==> src/rtl/sdram_pkg.sv <==
// Shared SDRAM constants and writer FSM state encoding used by the burst writer
// and anything else that talks to the de10_lite_sdram controller.
package sdram_pkg;

    localparam logic [1:0] CMD_IDLE  = 2'b00;
    localparam logic [1:0] CMD_WRITE = 2'b01;
    localparam logic [1:0] CMD_READ  = 2'b10;

    localparam int SDRAM_BANK_W = 2;
    localparam int SDRAM_ROW_W  = 13;
    localparam int SDRAM_COL_W  = 10;
    localparam int SDRAM_ADDR_W = SDRAM_BANK_W + SDRAM_ROW_W + SDRAM_COL_W;

    typedef enum logic [2:0] {
        WR_IDLE   = 3'd0,
        WR_FILL   = 3'd1,
        WR_CMD    = 3'd2,
        WR_ACK    = 3'd3,
        WR_STREAM = 3'd4,
        WR_GAP    = 3'd5
    } wr_state_e;

endpackage

==> src/rtl/sdram_burst_writer_if.sv <==
// Bundle of the writer's control, stream and controller-side signals.
// slave is the writer's view, master is the view of whoever drives it.
interface sdram_burst_writer_if #(
    parameter int AddrWidth = 25,
    parameter int DataWidth = 16
);
    logic                 start_i;
    logic [AddrWidth-1:0] base_addr_i;
    logic [15:0]          burst_count_i;
    logic [DataWidth-1:0] s_data_i;
    logic                 s_valid_i;
    logic                 s_ready_o;
    logic [1:0]           command_o;
    logic [AddrWidth-1:0] data_address_o;
    logic [DataWidth-1:0] data_write_o;
    logic                 data_write_done_i;
    logic                 busy_o;
    logic                 done_o;
    logic                 error_o;

    modport slave (
        input  start_i, base_addr_i, burst_count_i, s_data_i, s_valid_i, data_write_done_i,
        output s_ready_o, command_o, data_address_o, data_write_o, busy_o, done_o, error_o
    );

    modport master (
        output start_i, base_addr_i, burst_count_i, s_data_i, s_valid_i, data_write_done_i,
        input  s_ready_o, command_o, data_address_o, data_write_o, busy_o, done_o, error_o
    );
endinterface

==> src/rtl/sync_fifo.sv <==
// Single-clock first-word-fall-through FIFO with occupancy count and flush.
// Push on a full FIFO is taken only when a pop happens in the same cycle.
module sync_fifo #(
    parameter int DataWidth = 16,
    parameter int Depth     = 16
) (
    input  logic                   clk_i,
    input  logic                   rst_i,
    input  logic                   flush_i,
    input  logic                   push_i,
    input  logic [DataWidth-1:0]   data_i,
    input  logic                   pop_i,
    output logic [DataWidth-1:0]   data_o,
    output logic [$clog2(Depth):0] count_o,
    output logic                   full_o
);
    localparam int PtrW = $clog2(Depth);

    logic [DataWidth-1:0] mem_q [Depth];
    logic [PtrW-1:0]      wr_ptr_q, rd_ptr_q;
    logic [PtrW:0]        count_q;
    logic                 empty, do_push, do_pop;

    assign empty   = (count_q == '0);
    assign full_o  = (count_q == (PtrW+1)'(Depth));
    assign do_pop  = pop_i && !empty;
    assign do_push = push_i && (!full_o || do_pop);
    assign data_o  = mem_q[rd_ptr_q];
    assign count_o = count_q;

    always_ff @(posedge clk_i) begin
        if (do_push && !flush_i) mem_q[wr_ptr_q] <= data_i;
    end

    always_ff @(posedge clk_i or negedge rst_i) begin
        if (!rst_i) begin
            wr_ptr_q <= '0;
            rd_ptr_q <= '0;
            count_q  <= '0;
        end else if (flush_i) begin
            wr_ptr_q <= '0;
            rd_ptr_q <= '0;
            count_q  <= '0;
        end else begin
            if (do_push) wr_ptr_q <= wr_ptr_q + PtrW'(1);
            if (do_pop)  rd_ptr_q <= rd_ptr_q + PtrW'(1);
            count_q <= count_q + (PtrW+1)'(do_push) - (PtrW+1)'(do_pop);
        end
    end
endmodule

==> src/rtl/sdram_burst_writer.sv <==
// Buffers a word stream and replays it to the SDRAM controller as full-length
// burst writes at an auto-incrementing address; pulses done when all bursts are out.
module sdram_burst_writer
    import sdram_pkg::*;
#(
    parameter int BurstLength = 8,
    parameter int AddrWidth   = SDRAM_ADDR_W,
    parameter int DataWidth   = 16,
    parameter int FifoDepth   = 16,
    parameter int AckTimeout  = 15
) (
    input  logic                 clk_i,
    input  logic                 rst_i,
    sdram_burst_writer_if.slave  bus
);
    localparam int TotW  = 16 + 3;
    localparam int BeatW = $clog2(BurstLength) + 1;
    localparam int TmrW  = $clog2(AckTimeout + 1);
    localparam int FcW   = $clog2(FifoDepth) + 1;

    wr_state_e            state_q, state_d;
    logic [AddrWidth-1:0] addr_q, addr_d;
    logic [15:0]          bursts_q, bursts_d;
    logic [TotW-1:0]      total_q, total_d;
    logic [TotW-1:0]      accepted_q, accepted_d;
    logic [BeatW-1:0]     beat_q, beat_d;
    logic                 gap_q, gap_d;
    logic [TmrW-1:0]      tmr_q, tmr_d;
    logic                 error_q, error_d;
    logic                 done_q, done_d;

    logic                 busy, push, pop, flush, full;
    logic [DataWidth-1:0] head;
    logic [FcW-1:0]       fill;

    assign busy  = (state_q != WR_IDLE);
    assign push  = bus.s_valid_i && bus.s_ready_o;
    assign pop   = (state_q == WR_STREAM) || (state_q == WR_ACK && bus.data_write_done_i);
    assign flush = (state_q == WR_ACK) && !bus.data_write_done_i &&
                   (tmr_q == TmrW'(AckTimeout - 1));

    sync_fifo #(
        .DataWidth (DataWidth),
        .Depth     (FifoDepth)
    ) u_fifo (
        .clk_i   (clk_i),
        .rst_i   (rst_i),
        .flush_i (flush),
        .push_i  (push),
        .data_i  (bus.s_data_i),
        .pop_i   (pop),
        .data_o  (head),
        .count_o (fill),
        .full_o  (full)
    );

    always_comb begin
        state_d    = state_q;
        addr_d     = addr_q;
        bursts_d   = bursts_q;
        total_d    = total_q;
        accepted_d = accepted_q + TotW'(push);
        beat_d     = beat_q;
        gap_d      = gap_q;
        tmr_d      = tmr_q;
        error_d    = error_q;
        done_d     = 1'b0;
        unique case (state_q)
            WR_IDLE: begin
                if (bus.start_i) begin
                    addr_d     = bus.base_addr_i;
                    bursts_d   = bus.burst_count_i;
                    total_d    = TotW'(bus.burst_count_i) << $clog2(BurstLength);
                    accepted_d = '0;
                    error_d    = 1'b0;
                    if (bus.burst_count_i == '0) done_d = 1'b1;
                    else                         state_d = WR_FILL;
                end
            end
            WR_FILL: begin
                if (fill >= FcW'(BurstLength)) state_d = WR_CMD;
            end
            WR_CMD: begin
                tmr_d   = TmrW'(1);
                state_d = WR_ACK;
            end
            WR_ACK: begin
                if (bus.data_write_done_i) begin
                    beat_d  = BeatW'(1);
                    gap_d   = 1'b0;
                    state_d = (BurstLength == 1) ? WR_GAP : WR_STREAM;
                end else if (tmr_q == TmrW'(AckTimeout - 1)) begin
                    // Controller is presumed dead: drop the buffered data, no done.
                    error_d = 1'b1;
                    state_d = WR_IDLE;
                end else begin
                    tmr_d = tmr_q + TmrW'(1);
                end
            end
            WR_STREAM: begin
                beat_d = beat_q + BeatW'(1);
                if (beat_q == BeatW'(BurstLength - 1)) begin
                    gap_d   = 1'b0;
                    state_d = WR_GAP;
                end
            end
            WR_GAP: begin
                gap_d = 1'b1;
                if (gap_q) begin
                    addr_d   = addr_q + AddrWidth'(BurstLength);
                    bursts_d = bursts_q - 16'd1;
                    if (bursts_q == 16'd1) begin
                        done_d  = 1'b1;
                        state_d = WR_IDLE;
                    end else begin
                        state_d = WR_FILL;
                    end
                end
            end
            default: state_d = WR_IDLE;
        endcase
    end

    always_ff @(posedge clk_i or negedge rst_i) begin
        if (!rst_i) begin
            state_q    <= WR_IDLE;
            addr_q     <= '0;
            bursts_q   <= '0;
            total_q    <= '0;
            accepted_q <= '0;
            beat_q     <= '0;
            gap_q      <= 1'b0;
            tmr_q      <= '0;
            error_q    <= 1'b0;
            done_q     <= 1'b0;
        end else begin
            state_q    <= state_d;
            addr_q     <= addr_d;
            bursts_q   <= bursts_d;
            total_q    <= total_d;
            accepted_q <= accepted_d;
            beat_q     <= beat_d;
            gap_q      <= gap_d;
            tmr_q      <= tmr_d;
            error_q    <= error_d;
            done_q     <= done_d;
        end
    end

    // Outputs decode from registered state so reset clears them immediately.
    assign bus.command_o      = (state_q == WR_CMD) ? CMD_WRITE : CMD_IDLE;
    assign bus.data_address_o = (state_q == WR_CMD) ? addr_q : '0;
    assign bus.data_write_o   = (state_q == WR_CMD || state_q == WR_ACK || state_q == WR_STREAM)
                                ? head : '0;
    assign bus.s_ready_o      = busy && !full && (accepted_q < total_q);
    assign bus.busy_o         = busy;
    assign bus.done_o         = done_q;
    assign bus.error_o        = error_q;
endmodule

==> src/flat_wrapper.sv <==
// flat-port wrapper written by rule: the top's interface ports become plain ports
module sdram_burst_writer_flat import sdram_pkg::*;
#(
    parameter int BurstLength = 8,
    parameter int AddrWidth   = SDRAM_ADDR_W,
    parameter int DataWidth   = 16,
    parameter int FifoDepth   = 16,
    parameter int AckTimeout  = 15
)
  (clk_i, rst_i, bus_start_i, bus_base_addr_i, bus_burst_count_i, bus_s_data_i, bus_s_valid_i, bus_data_write_done_i, bus_s_ready_o, bus_command_o, bus_data_address_o, bus_data_write_o, bus_busy_o, bus_done_o, bus_error_o);
  sdram_burst_writer_if #(.AddrWidth(AddrWidth), .DataWidth(DataWidth)) bus_i ();
  input  logic clk_i;
  input  logic rst_i;
  input wire logic [$bits(bus_i.start_i)-1:0] bus_start_i;
  input wire logic [$bits(bus_i.base_addr_i)-1:0] bus_base_addr_i;
  input wire logic [$bits(bus_i.burst_count_i)-1:0] bus_burst_count_i;
  input wire logic [$bits(bus_i.s_data_i)-1:0] bus_s_data_i;
  input wire logic [$bits(bus_i.s_valid_i)-1:0] bus_s_valid_i;
  input wire logic [$bits(bus_i.data_write_done_i)-1:0] bus_data_write_done_i;
  output wire logic [$bits(bus_i.s_ready_o)-1:0] bus_s_ready_o;
  output wire logic [$bits(bus_i.command_o)-1:0] bus_command_o;
  output wire logic [$bits(bus_i.data_address_o)-1:0] bus_data_address_o;
  output wire logic [$bits(bus_i.data_write_o)-1:0] bus_data_write_o;
  output wire logic [$bits(bus_i.busy_o)-1:0] bus_busy_o;
  output wire logic [$bits(bus_i.done_o)-1:0] bus_done_o;
  output wire logic [$bits(bus_i.error_o)-1:0] bus_error_o;
  assign bus_i.start_i = bus_start_i;
  assign bus_i.base_addr_i = bus_base_addr_i;
  assign bus_i.burst_count_i = bus_burst_count_i;
  assign bus_i.s_data_i = bus_s_data_i;
  assign bus_i.s_valid_i = bus_s_valid_i;
  assign bus_i.data_write_done_i = bus_data_write_done_i;
  assign bus_s_ready_o = bus_i.s_ready_o;
  assign bus_command_o = bus_i.command_o;
  assign bus_data_address_o = bus_i.data_address_o;
  assign bus_data_write_o = bus_i.data_write_o;
  assign bus_busy_o = bus_i.busy_o;
  assign bus_done_o = bus_i.done_o;
  assign bus_error_o = bus_i.error_o;
  sdram_burst_writer #(.BurstLength(BurstLength), .AddrWidth(AddrWidth), .DataWidth(DataWidth), .FifoDepth(FifoDepth), .AckTimeout(AckTimeout)) u_core (.clk_i(clk_i), .rst_i(rst_i), .bus(bus_i));
endmodule
==> config.mk <==
export PLATFORM = sky130hd
export DESIGN_NAME = sdram_burst_writer_flat
export DESIGN_NICKNAME = d
export VERILOG_FILES = /design/src/rtl/sdram_pkg.sv /design/src/rtl/sdram_burst_writer_if.sv /design/src/rtl/sync_fifo.sv /design/src/rtl/sdram_burst_writer.sv /design/src/flat_wrapper.sv
export SDC_FILE = /design/constraint.sdc
export NUM_CORES = 1
export LEC_CHECK = 0
export CAP_MARGIN = 20
export CELL_PAD_IN_SITES_DETAIL_PLACEMENT = 1
export CELL_PAD_IN_SITES_GLOBAL_PLACEMENT = 2
export CORE_AREA = 2 2 220 308
export DETAILED_ROUTE_END_ITERATION = 16
export DIE_AREA = 0 0 222 310
export PLACE_DENSITY = 0.57
export SKIP_CTS_REPAIR_TIMING = 1
export SLEW_MARGIN = 25
export SYNTH_ARGS = -nofsm -noshare
export SYNTH_HDL_FRONTEND = slang
export SYNTH_HIERARCHICAL = 1
export SYNTH_SLANG_ARGS = --single-unit
==> constraint.sdc <==
create_clock -name clk_i -period 5.4 [get_ports clk_i]
set_clock_uncertainty 0.05 [all_clocks]
set_input_delay 0.81 -clock clk_i [delete_from_list [all_inputs] [get_ports clk_i]]
set_output_delay 0.81 -clock clk_i [all_outputs]
set_load 0.02 [all_outputs]
==> summary.md <==
| Metric | Value |
|---|---|
| Total power divided by cell area | `540 nW/µm²` |
| Post-Synth XOR/XNOR Area | `0.0144` |
| Sequential area share after synthesis | `0.627` |
| Critical path type | `reg -> out` |
| YS warnings | `6` |
| Total Neg Setup Slack | `0 ns` |
| Min-delay worst type | `in -> async` |
| Vias | `10200` |
| Worst vdd ir | `0.209 mV` |
| Clock buffer depth | `3` |
| CTS tree | `done` |
| P_leak | `7.13 nW` |
| Io pins | `109` |
| Synthesized net count | `1300` |
| Final setup fails | `0` |
| Final Power | `10.7 mW` |
| RSZ-0062 raised after global routing | `no` |
| Post-synth EDFFs | `256` |
| Share of layout cells above drive strength 1 | `0.139` |
| DR iter-0 viols | `428` |
| Final hold viol count | `0` |
| Synth cell types | `71` |
| Simple logic cell fraction of the synthesized area | `0.108` |
| Max H-tree Level | `2` |
| Max-cap violations | `0` |
| Routed wire length | `44400 µm` |
| Worst Max-Slew Pin Slew | `1.08 ns` |
| Adder-Cell Fraction of Synth Area | `0.0264` |
| Routability congestion estimate | `0.717` |
| Total core area | `66300 µm²` |
| F_max | `231 MHz` |
| Final min period | `4.34 ns` |
| Finished Core Util | `0.300` |
| CTS clk-pin slew, worst paths | `0.06 ns` |
| Routed Antenna Nets | `0` |
| Clk_lat worst skew | `0.57 ns` |
| Fraction of registers with async set or reset after synthesis | `0.287` |
| CTS Buf Count | `41` |
| Area of the mapped netlist | `16400 µm²` |
| Worst hold margin | `0.320 ns` |
| Fillers | `7111` |
| Die extent in y | `310 µm` |
| Via-to-Cell Ratio | `4.67` |
| Post-synthesis compound-gate area fraction | `0.104` |
| Starting Density | `0.247` |
| CP max FO | `21` |
| Avg Inst Size Synth | `13.6 µm²` |
| DR pass1 iterations | `4` |
| Critical path endpoint category | `primary output` |
| Crit path arrival time | `3.48 ns` |
| Flops & latches, synth | `359` |
| Main synth FF type | `edfxtp_1` |
| First-pass GRT wire length | `69400 µm` |
| Chip width | `222 µm` |
| Rows | `112` |
| Post-synthesis mux area share | `0.0870` |
| GRT Total Usage | `0.131` |
| Clock sink count | `359` |
| Net count, final | `1401` |
| Initial antenna violation count | `0` |
| Synthesis-to-layout area growth | `21.4%` |
| Post-route DRC | `0` |
| Largest family of logic cells by synthesized area | `simple AND/OR/NAND/NOR gates` |
| Vias in the first global route | `11100` |
| Port bufs | `107` |
| CTS Root Cell | `clkbuf_16` |
| CP required | `4.54 ns` |
| DR WL/cell | `20.3 µm` |
| Fin. max-slew vios | `0` |
| CP startpoint kind | `flop` |
| Multi-input gate area | `5670 µm²` |
| Die Area | `68800 µm²` |
| GR Overflow Total | `0` |
| Largest net degree at the start of global routing | `68` |
| Mapped Cells | `1204` |
| Register Area | `10300 µm²` |
| Crit share post-route | `0.803` |
| Outcome | `completed` |
| Post-DP HPWL | `30200 µm` |
| Worst slew margin | `0.280` |
[worst paths after layout]
path                            slack [ns]  cells past startpoint                 startpoint                    endpoint
worst max-delay path                  1.06                      7  u_core/u_fifo/rd_ptr_q[1]        bus_data_write_o[10]
max in group asynchronous             3.79                      2                      rst_i           u_core/state_q[1]
min in group clk_i                    0.42                      2           u_core/addr_q[1]            u_core/addr_q[1]
worst min register to register        0.42                      2           u_core/addr_q[1]            u_core/addr_q[1]
worst min-delay path                  0.32                      1                      rst_i        u_core/accepted_q[7]
worst max register to register        1.39                      9          u_core/state_q[1]  u_core/u_fifo/mem_q[5][11]
[layout make-up]
class | count | share of cell area
well taps | 855 | 0.0538
flip-flops and latches | 359 | 0.517
multi-input cells | 741 | 0.285
clock inverters | 22 | 0.0171
inverters | 33 | 0.00623
clock buffers | 52 | 0.0568
repair buffers | 129 | 0.0640
diodes | 1 | 0.000126
[power breakdown]
group	leakage [nW]	total [mW]	internal, mW	switching, mW
sequential	3.57	3.94	3.46	0.485
clock	0.717	3.04	1.87	1.17
combinational	2.84	3.75	1.61	2.14
total	7.13	10.7	6.93	3.80
[sequential cells by signal, summed over array words and instances (netlist names)]
name	count
u_core/state_q	3
u_core/beat_q	4
u_core/accepted_q	19
u_core/u_fifo/rd_ptr_q	4
u_core/bus.error_o	1
u_core/gap_q	1
u_core/total_q	16
u_core/u_fifo/mem_q	256
u_core/bus.done_o	1
u_core/tmr_q	4
u_core/bursts_q	16
u_core/u_fifo/count_o	5
u_core/addr_q	25
u_core/u_fifo/wr_ptr_q	4
[routing by layer]
layer / track usage / up-vias / share of wire
met4: 0.0338 / 0 / 0.018
met3: 0.0208 / 51 / 0.035
li1: - / 4769 / -
met5: 0 / - / 0
met2: 0.246 / 168 / 0.53
met1: 0.156 / 5252 / 0.41
[synthesized netlist by cell type (all sizes together) (15+ instances only)]
master,count,area (µm²)
a21oi,46,230
nor2,84,315
o21ai,68,340
nand3,32,160
a22oi,20,150
ha,33,413
edfxtp,256,7690
nor2b,24,153
and2,32,200
nand4,21,131
mux4,32,721
mux2i,68,681
inv,33,124
clkbuf,33,124
xor2,15,131
a221oi,34,485
buf,38,297
dfrtp,103,2580
nor3,18,113
nand2,89,334
[cell usage in the layout (no fill, tap or decap), types with 6 or more instances in the layout]
cell type and count:
o21ai_0 66, a22o_1 6, nand3_1 32, nand2_1 89, a221oi_2 30, inv_1 30, nor2b_1 23, mux2i_1 68
mux4_2 32, clkbuf_16 42, nor2_2 7, dfrtp_1 102, a31oi_1 6, and2_1 30, nand4_1 21, clkdlybuf4s50_1 106
clkbuf_1 6, nor2_1 70, bufinv_16 8, and3_1 9, nor3_1 12, nor2_4 7, a21oi_1 45, a22oi_1 20
buf_4 20, a2bb2oi_1 11, o22ai_1 11, xor2_1 15, edfxtp_1 256, xnor2_1 12, nand2b_1 6, ha_1 33
[critical path: stages, from the launching register on]
cell and delay, ns:
dfrtp_1 0.68, and2_2 0.72, buf_4 0.39, a221oi_2 0.10, a22oi_1 0.21, nand2_1 0.08
nor2b_1 0.13, clkdlybuf4s50_1 0.55
[logic make-up after synthesis]
| logic type | count (synthesis) |
|---|---|
| xor+xnor | 27 |
| flops | 359 |
| fa+ha+maj | 34 |
| other cells | 1 |
| compound gates | 231 |
| mux | 102 |
| buf+inv | 104 |
| simple gates | 346 |
[metrics by stage]
stage / std cells / setup WS (ns) / area (µm²)
2_1_floorplan: 1204 / 1.35 / 16400
3_3_place_gp: 2117 / 1.44 / 18400
3_5_place_dp: 2117 / 1.31 / 18400
4_1_cts: 2191 / 0.894 / 19900
5_1_grt: 2191 / 0.775 / 19900
6_report: 2192 / 1.06 / 19900
Note: power is estimated with default switching activity, not from simulation.
